===== config.mk =====
export PLATFORM = sky130hd
export DESIGN_NAME = booth_divider
export DESIGN_NICKNAME = d
export VERILOG_FILES = /design/src/rtl/booth_divider.sv
export SDC_FILE = /design/constraint.sdc
export NUM_CORES = 1
export LEC_CHECK = 0
export BUFFER_PORTS_ARGS = -buffer_cell sky130_fd_sc_hd__buf_4
export CAP_MARGIN = 10
export CORE_AREA = 4 4 101 84
export DETAILED_ROUTE_END_ITERATION = 10
export DIE_AREA = 0 0 105 88
export SYNTH_ARGS = -nofsm -noshare
export SYNTH_HDL_FRONTEND = slang
export SYNTH_SLANG_ARGS = --single-unit

===== constraint.sdc =====
create_clock -name clk -period 1.6 [get_ports clk]
set_input_delay 0.24 -clock clk [delete_from_list [all_inputs] [get_ports clk]]
set_output_delay 0.24 -clock clk [all_outputs]
set_load 0.01 [all_outputs]

===== src/rtl/booth_divider.sv =====
// Sequential radix-2 restoring divider: 2N-bit dividend / N-bit divisor, start/busy/done handshake.
// Define DIV_SIGNED_EN for two's-complement operands; the default build divides unsigned values.
module booth_divider #(
  parameter int N = 4
) (
  input  logic             clk,
  input  logic             reset_to_zero,
  input  logic             start,
  input  logic [2*N-1:0]   dividend,
  input  logic [N-1:0]     divisor,
  output logic [2*N-1:0]   quotient,
  output logic [N-1:0]     remainder,
  output logic             busy,
  output logic             done,
  output logic             div_by_zero,
  output logic             ovf
);

  localparam int CW = $clog2(2*N);
  localparam logic [CW-1:0] LAST = CW'(2*N-1);

  typedef enum logic [1:0] {IDLE, PREP, ITER, FIX} state_t;

  state_t           state_q, state_d;
  logic [CW-1:0]    count_q, count_d;
  logic [2*N-1:0]   dd_q, dd_d;
  logic [N-1:0]     dv_q, dv_d;
  logic [2*N-1:0]   acc_q, acc_d;
  logic [N-1:0]     rem_q, rem_d;
  logic [N-1:0]     mag_dv_q, mag_dv_d;
  logic             dbz_q, dbz_d;
  logic [2*N-1:0]   quotient_q, quotient_d;
  logic [N-1:0]     remainder_q, remainder_d;
  logic             busy_q, busy_d;
  logic             done_q, done_d;
  logic             div_by_zero_q, div_by_zero_d;
  logic [N:0]       shifted;
`ifdef DIV_SIGNED_EN
  logic             neg_quo_q, neg_quo_d;
  logic             neg_rem_q, neg_rem_d;
  logic             ovf_q, ovf_d;
`endif

  always_comb begin
    state_d       = state_q;
    count_d       = count_q;
    dd_d          = dd_q;
    dv_d          = dv_q;
    acc_d         = acc_q;
    rem_d         = rem_q;
    mag_dv_d      = mag_dv_q;
    dbz_d         = dbz_q;
    quotient_d    = quotient_q;
    remainder_d   = remainder_q;
    busy_d        = busy_q;
    done_d        = 1'b0;
    div_by_zero_d = div_by_zero_q;
    shifted       = {rem_q, acc_q[2*N-1]};
`ifdef DIV_SIGNED_EN
    neg_quo_d     = neg_quo_q;
    neg_rem_d     = neg_rem_q;
    ovf_d         = ovf_q;
`endif

    unique case (state_q)
      IDLE: begin
        if (start) begin
          dd_d    = dividend;
          dv_d    = divisor;
          busy_d  = 1'b1;
          state_d = PREP;
        end
      end
      PREP: begin
        rem_d   = '0;
        count_d = '0;
        dbz_d   = (dv_q == '0);
`ifdef DIV_SIGNED_EN
        neg_quo_d = dd_q[2*N-1] ^ dv_q[N-1];
        neg_rem_d = dd_q[2*N-1];
        acc_d     = dd_q[2*N-1] ? -dd_q : dd_q;
        mag_dv_d  = dv_q[N-1] ? -dv_q : dv_q;
`else
        acc_d     = dd_q;
        mag_dv_d  = dv_q;
`endif
        state_d = ITER;
      end
      ITER: begin
        // acc shifts dividend bits out at the top while quotient bits enter at the bottom
        if (shifted >= {1'b0, mag_dv_q}) begin
          rem_d = shifted[N-1:0] - mag_dv_q;
          acc_d = {acc_q[2*N-2:0], 1'b1};
        end else begin
          rem_d = shifted[N-1:0];
          acc_d = {acc_q[2*N-2:0], 1'b0};
        end
        count_d = count_q + CW'(1);
        if (count_q == LAST) state_d = FIX;
      end
      FIX: begin
        busy_d        = 1'b0;
        done_d        = 1'b1;
        div_by_zero_d = dbz_q;
        state_d       = IDLE;
        if (dbz_q) begin
          quotient_d  = '1;
          remainder_d = dd_q[N-1:0];
`ifdef DIV_SIGNED_EN
          ovf_d       = 1'b0;
`endif
        end else begin
`ifdef DIV_SIGNED_EN
          quotient_d  = neg_quo_q ? -acc_q : acc_q;
          remainder_d = neg_rem_q ? -rem_q : rem_q;
          ovf_d       = !neg_quo_q && (acc_q == {1'b1, {(2*N-1){1'b0}}});
`else
          quotient_d  = acc_q;
          remainder_d = rem_q;
`endif
        end
      end
      default: state_d = IDLE;
    endcase
  end

  always_ff @(posedge clk or posedge reset_to_zero) begin
    if (reset_to_zero) begin
      state_q       <= IDLE;
      count_q       <= '0;
      dd_q          <= '0;
      dv_q          <= '0;
      acc_q         <= '0;
      rem_q         <= '0;
      mag_dv_q      <= '0;
      dbz_q         <= 1'b0;
      quotient_q    <= '0;
      remainder_q   <= '0;
      busy_q        <= 1'b0;
      done_q        <= 1'b0;
      div_by_zero_q <= 1'b0;
`ifdef DIV_SIGNED_EN
      neg_quo_q     <= 1'b0;
      neg_rem_q     <= 1'b0;
      ovf_q         <= 1'b0;
`endif
    end else begin
      state_q       <= state_d;
      count_q       <= count_d;
      dd_q          <= dd_d;
      dv_q          <= dv_d;
      acc_q         <= acc_d;
      rem_q         <= rem_d;
      mag_dv_q      <= mag_dv_d;
      dbz_q         <= dbz_d;
      quotient_q    <= quotient_d;
      remainder_q   <= remainder_d;
      busy_q        <= busy_d;
      done_q        <= done_d;
      div_by_zero_q <= div_by_zero_d;
`ifdef DIV_SIGNED_EN
      neg_quo_q     <= neg_quo_d;
      neg_rem_q     <= neg_rem_d;
      ovf_q         <= ovf_d;
`endif
    end
  end

  assign quotient    = quotient_q;
  assign remainder   = remainder_q;
  assign busy        = busy_q;
  assign done        = done_q;
  assign div_by_zero = div_by_zero_q;
`ifdef DIV_SIGNED_EN
  assign ovf         = ovf_q;
`else
  assign ovf         = 1'b0;
`endif

endmodule


Word level (Yosys, flattened, before mapping)

Index checks and enable logic that the tools add are counted.
W data, S select, Z words.

$lt $le $gt $ge: 1
Mux-type cells: 13
Reduce and logical (&&, ||, !) cells: 7
Equality and inequality tests: 6
Add/subtract/negate cells: 2

Operators by type and width:

| kind                  | number |
|---|---|
| $pmux W8 S2           | 1 |
| $mux W4               | 2 |
| $mux W8               | 1 |
| $pmux W2 S4           | 1 |
| $pmux W4 S2           | 1 |
| $pmux W3 S2           | 1 |
| $reduce_and A2 Y1     | 3 |
| $ge A5 B4 Y1          | 1 |
| $eq A2 B2 Y1 const B  | 2 |
| $logic_not A4 Y1      | 1 |
| $mux W2               | 2 |
| $ne A2 B2 Y1 const B  | 2 |
| $reduce_bool A2 Y1    | 2 |
| $sub A4 B4 Y4         | 1 |
| $add A3 B1 Y3 const B | 1 |
| $eq A3 B3 Y1 const B  | 1 |
| $mux W1               | 3 |
| $eq A2 B1 Y1 const B  | 1 |
| $logic_not A2 Y1      | 1 |
| $pmux W1 S2           | 1 |

Word-level logic and storage cells: 42
Flip-flop bits (word level): 49
Output and inout port bits: 16

Depth between registers and ports, before layout

Gate-level depths: netlist (run 1).

Word-level depth: 3
Depth in mapped cells: 7

Least setup slack after synthesis (run 1)

No wires, ideal clock.

Kind: reg-to-reg
From: register rem_q[1]
To: register rem_q[3]
Stages on the path, launching flop included: 6
Library setup time: 0.101 ns
Buffers on the path: 0
Slack: 0.033 ns
Arrival: 1.466 ns
Path through: dfrtp_1 ha_1 a21oi_1 nand2_1 mux2_1 o32ai_1

Cells in the longest elaborated chain, start to end: 3

RTL lines:

| element                                              | line   | text |
|---|---|---|
| from (decl)                                          | 29     | `logic [N-1:0] rem_q, rem_d;` |
| from (signal assigned)                               | 153    | `rem_q <= rem_d;` |
| $sub A4 B4 Y4 / $ge A5 B4 Y1 (equally long branches) | 92, 91 |  |
| $mux W4 *                                            | 91     | `if (shifted >= {1'b0, mag_dv_q}) begin` |
| $pmux W4 S2 *                                        | 65     | `unique case (state_q)` |

Every way passes the cells marked *; elsewhere a longest branch is shown, timed or not.
A chain may end at the register's enable or synchronous reset.

Final worst setup path (run 1)

From: register rem_q[0]
To: register rem_q[2]

Same word-level chain as after synthesis.

==> results.md, run 1 <==
* Post-DP HPWL at around 3500 um
* Post-synth EDFFs at 0
* R2r setup slk at -0.02 ns
* Post-route minimum period at approximately 1.6 ns
* Post-synthesis async set-or-reset flop share at 100%
* Synthesized area per cell at roughly 12 um2
* Min-delay worst type: in -> reg
* WP data arrival at ~1.8 ns
* Routability-driven placement congestion ratio at ~0.84
* Reg2reg start: rem_q[0]
* Dpl cells at around 320
* Final Cycle Share at 101%
* Row cnt at 28
* Clock transition at path regs at around 0.09 ns
* Post-synthesis sequential area ratio at between 50% and 60%
* Hold Vio Cnt, Final at 0
* Number of vias per cell at 4.69
* Layout Area Growth over Synthesis at 27.2%
* Final worst slack at -0.0187 ns
* Setup crit end: rem_q[2]
* Drt first pass iters at 4
* Fin cells at 334
* Violated checks: setup timing
* First-pass GRT wire length at ~8100 um
* Syn Std Cell Area at around 2300 um2
* Initial Utilization at 30.8%
* Area contributors post-synth: dfrtp_1 54%, mux2_2 7.4%, ha_1 5.5%
* TritonCTS clock tree: done
* Crit-path max FO at 3
* Synth Register Bits at 49
* Clock latency on the worst-skew pair at roughly 0.3 ns
* Status: finished, violations left
* Power Density at 2280 nW/um2
* Prevailing post-synth register cell: dfrtp_1
* LEAKAGE at roughly 1.3 nW
* Yosys top cell by area: dfrtp_1
* Most common cell in the netlist: dfrtp_1
* Die Y at 88 um
* Sequential share of power at between 30% and 40%
* Synth cell types at 38
* Layout Nets at ~270
* Placeable Area at between 7000 and 8000 um2
* DP Area at between 2000 and 3000 um2
* Starting DRT DRC Count at 84
* H-tree depth at 2
* ANT nets after route at 0
* Critical Path RT at between 1.5 and 2 ns
* Synthesized Nets at around 220
* Mapped Cells at a little under 200
* Root buf cell: clkbuf_8
* Grt total ovfl at 0
* Synth cell count leaders: 49 x dfrtp_1, 15 x mux2_2, 14 x a21oi_1, 14 x nor2_1, 13 x inv_1
* Worst r2r dst: rem_q[2]
* Final wirelength at around 5000 um
* Die width at roughly 110 um
* Switching Share at between 30% and 40%
* Layout cells sized above 1 at between 30 and 40%
* Crit path kind: reg -> reg
* Routed vias at ~1600
* Startpoint Class: register
* Ys Warns at 0
* Share of the synthesized area in the top cell type at between 50 and 60%
* Worst setup startpoint: rem_q[0]
* Inserted Clock Buffers at 5
* Setup-failing EPs final at 2
* Die area at 9240 um2
* Sink Count at 49
* Fmax at roughly 600 MHz
* I/O Buffers at 29
* Max-Cap Viols at 0
* Fin Clk Skew at approximately 0.0064 ns
* Boundary Pins at 31
* P_sw at about 2.5 mW
* Vias in the first global route at 1551
* GRT Total Usage at between 10% and 20%
* Antenna diodes at 0
* Filler cells at ~730
* WL per Instance at 14.6 um
* Maximum clock path buffer count at 2
* Largest net degree at the start of global routing at 21
* RSZ-0062 raised after global routing: yes
* Initial antenna violation count at 0
* VDD IR max at approximately 0.00086 V
* Logic gate share of total power at between 50% and 60%
* Pins Over Slew Limit at 0
* DR DRC count at 0
* Clock share of power at between 10% and 20%
* Cell Int Power at approximately 4.1 mW
* Post-Layout Inst Area at 2890 um2
* R2r worst-path depth at 5
* Critical Path End Type: register
==> per-stage QoR <==
stage	worst slack (ns)	hold WS [ns]	power, mW	utilization (%)	setup TNS [ns]
floorplan	0.0330	0.390	4.38	-	0
global placement	0.0117	0.283	5.49	36.5	0
detailed placement	-0.0121	0.279	5.52	36.5	-0.0223
CTS	0.0135	0.157	6.41	38.3	0
global route	-0.0842	0.148	7.14	39.2	-0.150
finish	-0.0187	0.165	6.59	39.2	-0.0213
==> critical path, stage by stage, from the launching register on <==
cell,delay (ns)
dfrtp_1,0.45
buf_4,0.15
inv_1,0.07
fa_1,0.43
xor2_1,0.15
o311ai_1,0.26
==> kinds of logic after synthesis <==
group	count (synthesis)	share of synthesized area, %
mux	28	13.2
other cells	1	0.165
flops	49	54.1
fa+ha+maj	11	6.40
simple gates	37	8.11
buf+inv	25	4.52
compound gates	45	13.1
xor+xnor	1	0.386
==> registers in the layout (all words and copies together) (netlist names), 2 cells and up <==
signal / count
dv_q: 4
remainder: 4
rem_q: 4
state_q: 2
mag_dv_q: 4
count_q: 3
dd_q: 8
quotient: 8
acc_q: 8
==> repair_timing <==
item                       in CTS  in global routing
resized for setup               3                  9
setup endpoints to repair       2                  5
gates cloned                    0                  0
pin swaps                       3                  2
hold endpoints to repair       18                  0
setup buffers                   0                  4
hold buffers                    1                  0
==> layout make-up <==
class                           instances  area, um2  area share (%)
Timing Repair Buffer                   51        398            13.8
Tap cell                               90        113            3.90
Clock inverter                          1       5.00           0.173
Sequential cell                        49       1230            42.5
Multi-Input combinational cell        123       1000            34.6
Inverter                               13       48.8            1.69
Clock buffer                            7       96.3            3.34
==> power groups by stage <==
stage / sequential [mW] / clock (mW) / combinational (mW)
after floorplan: 2.24 / 0 / 2.13
after global placement: 2.27 / 0 / 3.22
after detailed placement: 2.28 / 0 / 3.24
after CTS: 2.26 / 0.828 / 3.32
after global routing: 2.34 / 0.896 / 3.91
final: 2.27 / 0.802 / 3.53
==> layout by cell type, fill, tap and decap left out, types with 3 or more instances in the layout <==
cell type   n
a21oi_1    14
buf_4      49
clkbuf_8    7
dfrtp_1    49
ha_1        6
ha_4        3
inv_1      12
mux2_2     15
mux2i_1    12
nand2_1    10
nand2b_1    3
nor2_1     14
o21ai_0     9
o22a_1      9
==> how the worst min path moves through the flow <==
stage / cells past startpoint / startpoint / endpoint / slack, ns
CTS: 2 / divisor[1] / dv_q[1] / 0.16
global placement: 2 / reset_to_zero / rem_q[3] / 0.28
global route: 2 / dividend[5] / dd_q[5] / 0.15
floorplan: 1 / dividend[5] / dd_q[5] / 0.39
detailed placement: 2 / reset_to_zero / rem_q[3] / 0.28
finish: 2 / dividend[7] / dd_q[7] / 0.16
==> routing by layer <==
layer  routed length (um)  global-route usage [%]  part of all wire, %
met1                 2500                    16.0                   51
met2                 2180                    16.6                   45
met3                  133                    2.95                  2.7
met4                   59                    3.93                  1.2
met5                    0                       0                    0
(Power assumes the default switching activity.)
==> run 2: changes to the inputs <==
- clock period: 1.6 -> 1.9 ns (I/O delays scaled with it)
==> run 2 against run 1 <==
  * The run now ends clean
  * Cell count is 4.5% lower
  * Clock skew increased by 0.0049 ns
  * Via count is 3.8% lower
  * Die area is the same
  * Clock power is 23% lower
  * Sequential share of layout area increased by 3.0 points
  * Clock-buffer cell count fell by 1
  * Largest cell class unchanged
  * Largest power group unchanged
==> results.md, run 2 (same netlist as run 1, synthesis figures left out) <==
* Placeable Area at 7360 um2 (unchanged)
* Worst setup startpoint: rem_q[2] (was rem_q[0])
* Die width at 105 um (unchanged)
* Fin Clk Skew at 0.0113 ns (was 0.00642 ns)
* Min-delay worst type: in -> async (was in -> reg)
* Post-DP HPWL at 3260 um (was 3450 um)
* Root buf cell: clkbuf_8 (unchanged)
* Final hold slack at 0.0179 ns (was 0.165 ns)
* LEAKAGE at 1.21 nW (was 1.31 nW)
* Clock share of power at 12.2% (about the same)
* P_sw at 2.00 mW (was 2.52 mW)
* Drt first pass iters at 4 (unchanged)
* Routed vias at 1508 (was 1568)
* Final wirelength at 4470 um (was 4880 um)
* Crit-path leading delay family: compound AO/OA/AOI/OAI gates (was flip-flops)
* Starting DRT DRC Count at 107 (was 84)
* Total power at 5.06 mW (was 6.59 mW)
* Worst r2r dst: rem_q[1] (was rem_q[2])
* Boundary Pins at 31 (unchanged)
* I/O Buffers at 29 (unchanged)
* Setup-failing EPs final at 0 (was 2)
* Row cnt at 28 (unchanged)
* Routability-driven placement congestion ratio at 0.923 (was 0.845)
* TritonCTS clock tree: done (unchanged)
* Post-CTS Setup Bufs at 0 (unchanged)
* Grt total ovfl at 0 (unchanged)
* GRT Total Usage at 10.7% (was 11.2%)
* Max-Cap Viols at 0 (unchanged)
* Initial Utilization at 30.8% (unchanged)
* H-tree depth at 2 (unchanged)
* Hold Vio Cnt, Final at 0 (unchanged)
* CP peak stage delay at 0.42 ns (was 0.45 ns)
* WP buf/inv at 0 (was 2)
* Multi-input gate area at 940 um2 (was 1000 um2)
* DR DRC count at 0 (unchanged)
* Power Density at 1880 nW/um2 (was 2280 nW/um2)
* First-pass GRT wire length at 7790 um (was 8110 um)
* Setup TNS at 0 ns (was -0.0213 ns)
* Cell Int Power at 3.06 mW (was 4.07 mW)
* Fmax at 583 MHz (was 618 MHz)
* Sink Count at 49 (unchanged)
* Reg2reg start: rem_q[2] (was rem_q[0])
* ANT nets after route at 0 (unchanged)
* Startpoint Class: register (unchanged)
* Logic gate share of total power at 49.5% (was 53.5%)
* Status: finished, final reports clean (was finished, violations left)
* Largest net degree at the start of global routing at 50 (was 21)
* Commonest cells after routing, fill and taps aside: 49 x dfrtp_1, 35 x buf_4, 15 x mux2_2 (was 49 x dfrtp_1, 49 x buf_4, 15 x mux2_2)
* WL per Instance at 14.0 um (was 14.6 um)
* VDD IR max at 0.000649 V (was 0.000857 V)
* Crit-path max FO at 4 (was 3)
* Maximum clock path buffer count at 2 (unchanged)
* Vias in the first global route at 1535 (was 1551)
* Antenna diodes at 0 (unchanged)
* Critical Path End Type: register (unchanged)
* Filler cells at 735 (was 728)
* Critical Path RT at 2.10 ns (was 1.79 ns)
* Post-CTS Resized at 0 (was 3)
* Switching Share at 39.5% (was 38.3%)
* Crit path kind: reg -> reg (unchanged)
* Clock transition at path regs at 0.09 ns (about the same)
* Layout cells sized above 1 at 27.5% (was 34.4%)
* WP data arrival at 1.91 ns (was 1.81 ns)
* Slowest CP cell: dfrtp_1 (unchanged)
* Pins Over Slew Limit at 0 (unchanged)
* Storage cell area at 1230 um2 (unchanged)
* R2r setup slk at 0.19 ns (was -0.02 ns)
* Number of vias per cell at 4.73 (was 4.69)
* Commonest non-fill, non-tap cell in the layout: dfrtp_1
* Die Y at 88 um (unchanged)
* Post-route minimum period at 1.71 ns (was 1.62 ns)
* Layout Nets at 254 (was 269)
* Inserted Clock Buffers at 5 (unchanged)
* Sequential share of power at 38.3% (was 34.4%)
* RSZ-0062 raised after global routing: no (was yes)
* Initial antenna violation count at 0 (unchanged)
* CP cell instances: ha_1, nor4_2, a21bo_2, a211o_1, o311ai_1 (was buf_4, inv_1, fa_1, xor2_1, o311ai_1)
* Hold-fix buffers, CTS at 0 (was 1)
* Die area at 9240 um2 (unchanged)
* Final Cycle Share at 90.2% (was 101%)
* R2r worst-path depth at 5 (unchanged)
* Layout Area Growth over Synthesis at 18.9% (was 27.2%)
* Cell count along the critical path at 5 (unchanged)
* Clock latency on the worst-skew pair at 0.31 ns (was 0.30 ns)
[run 2: routing by layer]
layer | part of all wire (%) | routed length [um] | vias to the layer above | global-route usage, %
li1 | - | - | 751 | -
met1 | 51 | 2290 | 728 | 15.5
met2 | 44 | 1970 | 24 | 16.0
met3 | 3.4 | 151 | 5 | 2.51
met4 | 1.1 | 48 | 0 | 3.22
met5 | 0 | 0 | - | 0
[run 2: how the worst max path moves through the flow]
stage	endpoint	slack, ns
floorplan	rem_q[3]	0.33
global placement	rem_q[3]	0.26
detailed placement	rem_q[1]	0.21
CTS	rem_q[1]	0.18
global route	rem_q[1]	0.09
finish	rem_q[1]	0.19
[run 2: area by class of cell]
cell class              instances  share of cell area (%)
flip-flops and latches         49                    45.5
multi-input cells             123                    34.8
clock inverters                 2                   0.510
inverters                      13                    1.81
repair buffers                 36                    10.5
well taps                      90                    4.18
clock buffers                   6                    2.69
[run 2: metrics by stage]
stage,setup WS (ns),instance area [um2],util (%),std cells
global route,0.0922,2700,36.6,319
finish,0.186,2700,36.6,319
detailed placement,0.210,2610,35.5,311
CTS,0.179,2700,36.6,319
global placement,0.264,2610,35.5,311
floorplan,0.333,2270,-,197
[run 2: power groups by stage]
| stage | combinational, mW | clock [mW] | sequential [mW] |
|---|---|---|---|
| after CTS | 2.53 | 0.633 | 1.95 |
| after floorplan | 1.80 | 0 | 1.89 |
| final | 2.51 | 0.616 | 1.94 |
| after global placement | 2.49 | 0 | 1.97 |
| after global routing | 2.83 | 0.678 | 2.02 |
| after detailed placement | 2.52 | 0 | 1.96 |
[run 2: worst min-delay path: stages]
cell and delay, ns:
buf_4 0.11, inv_2 0.06, buf_12 0.24
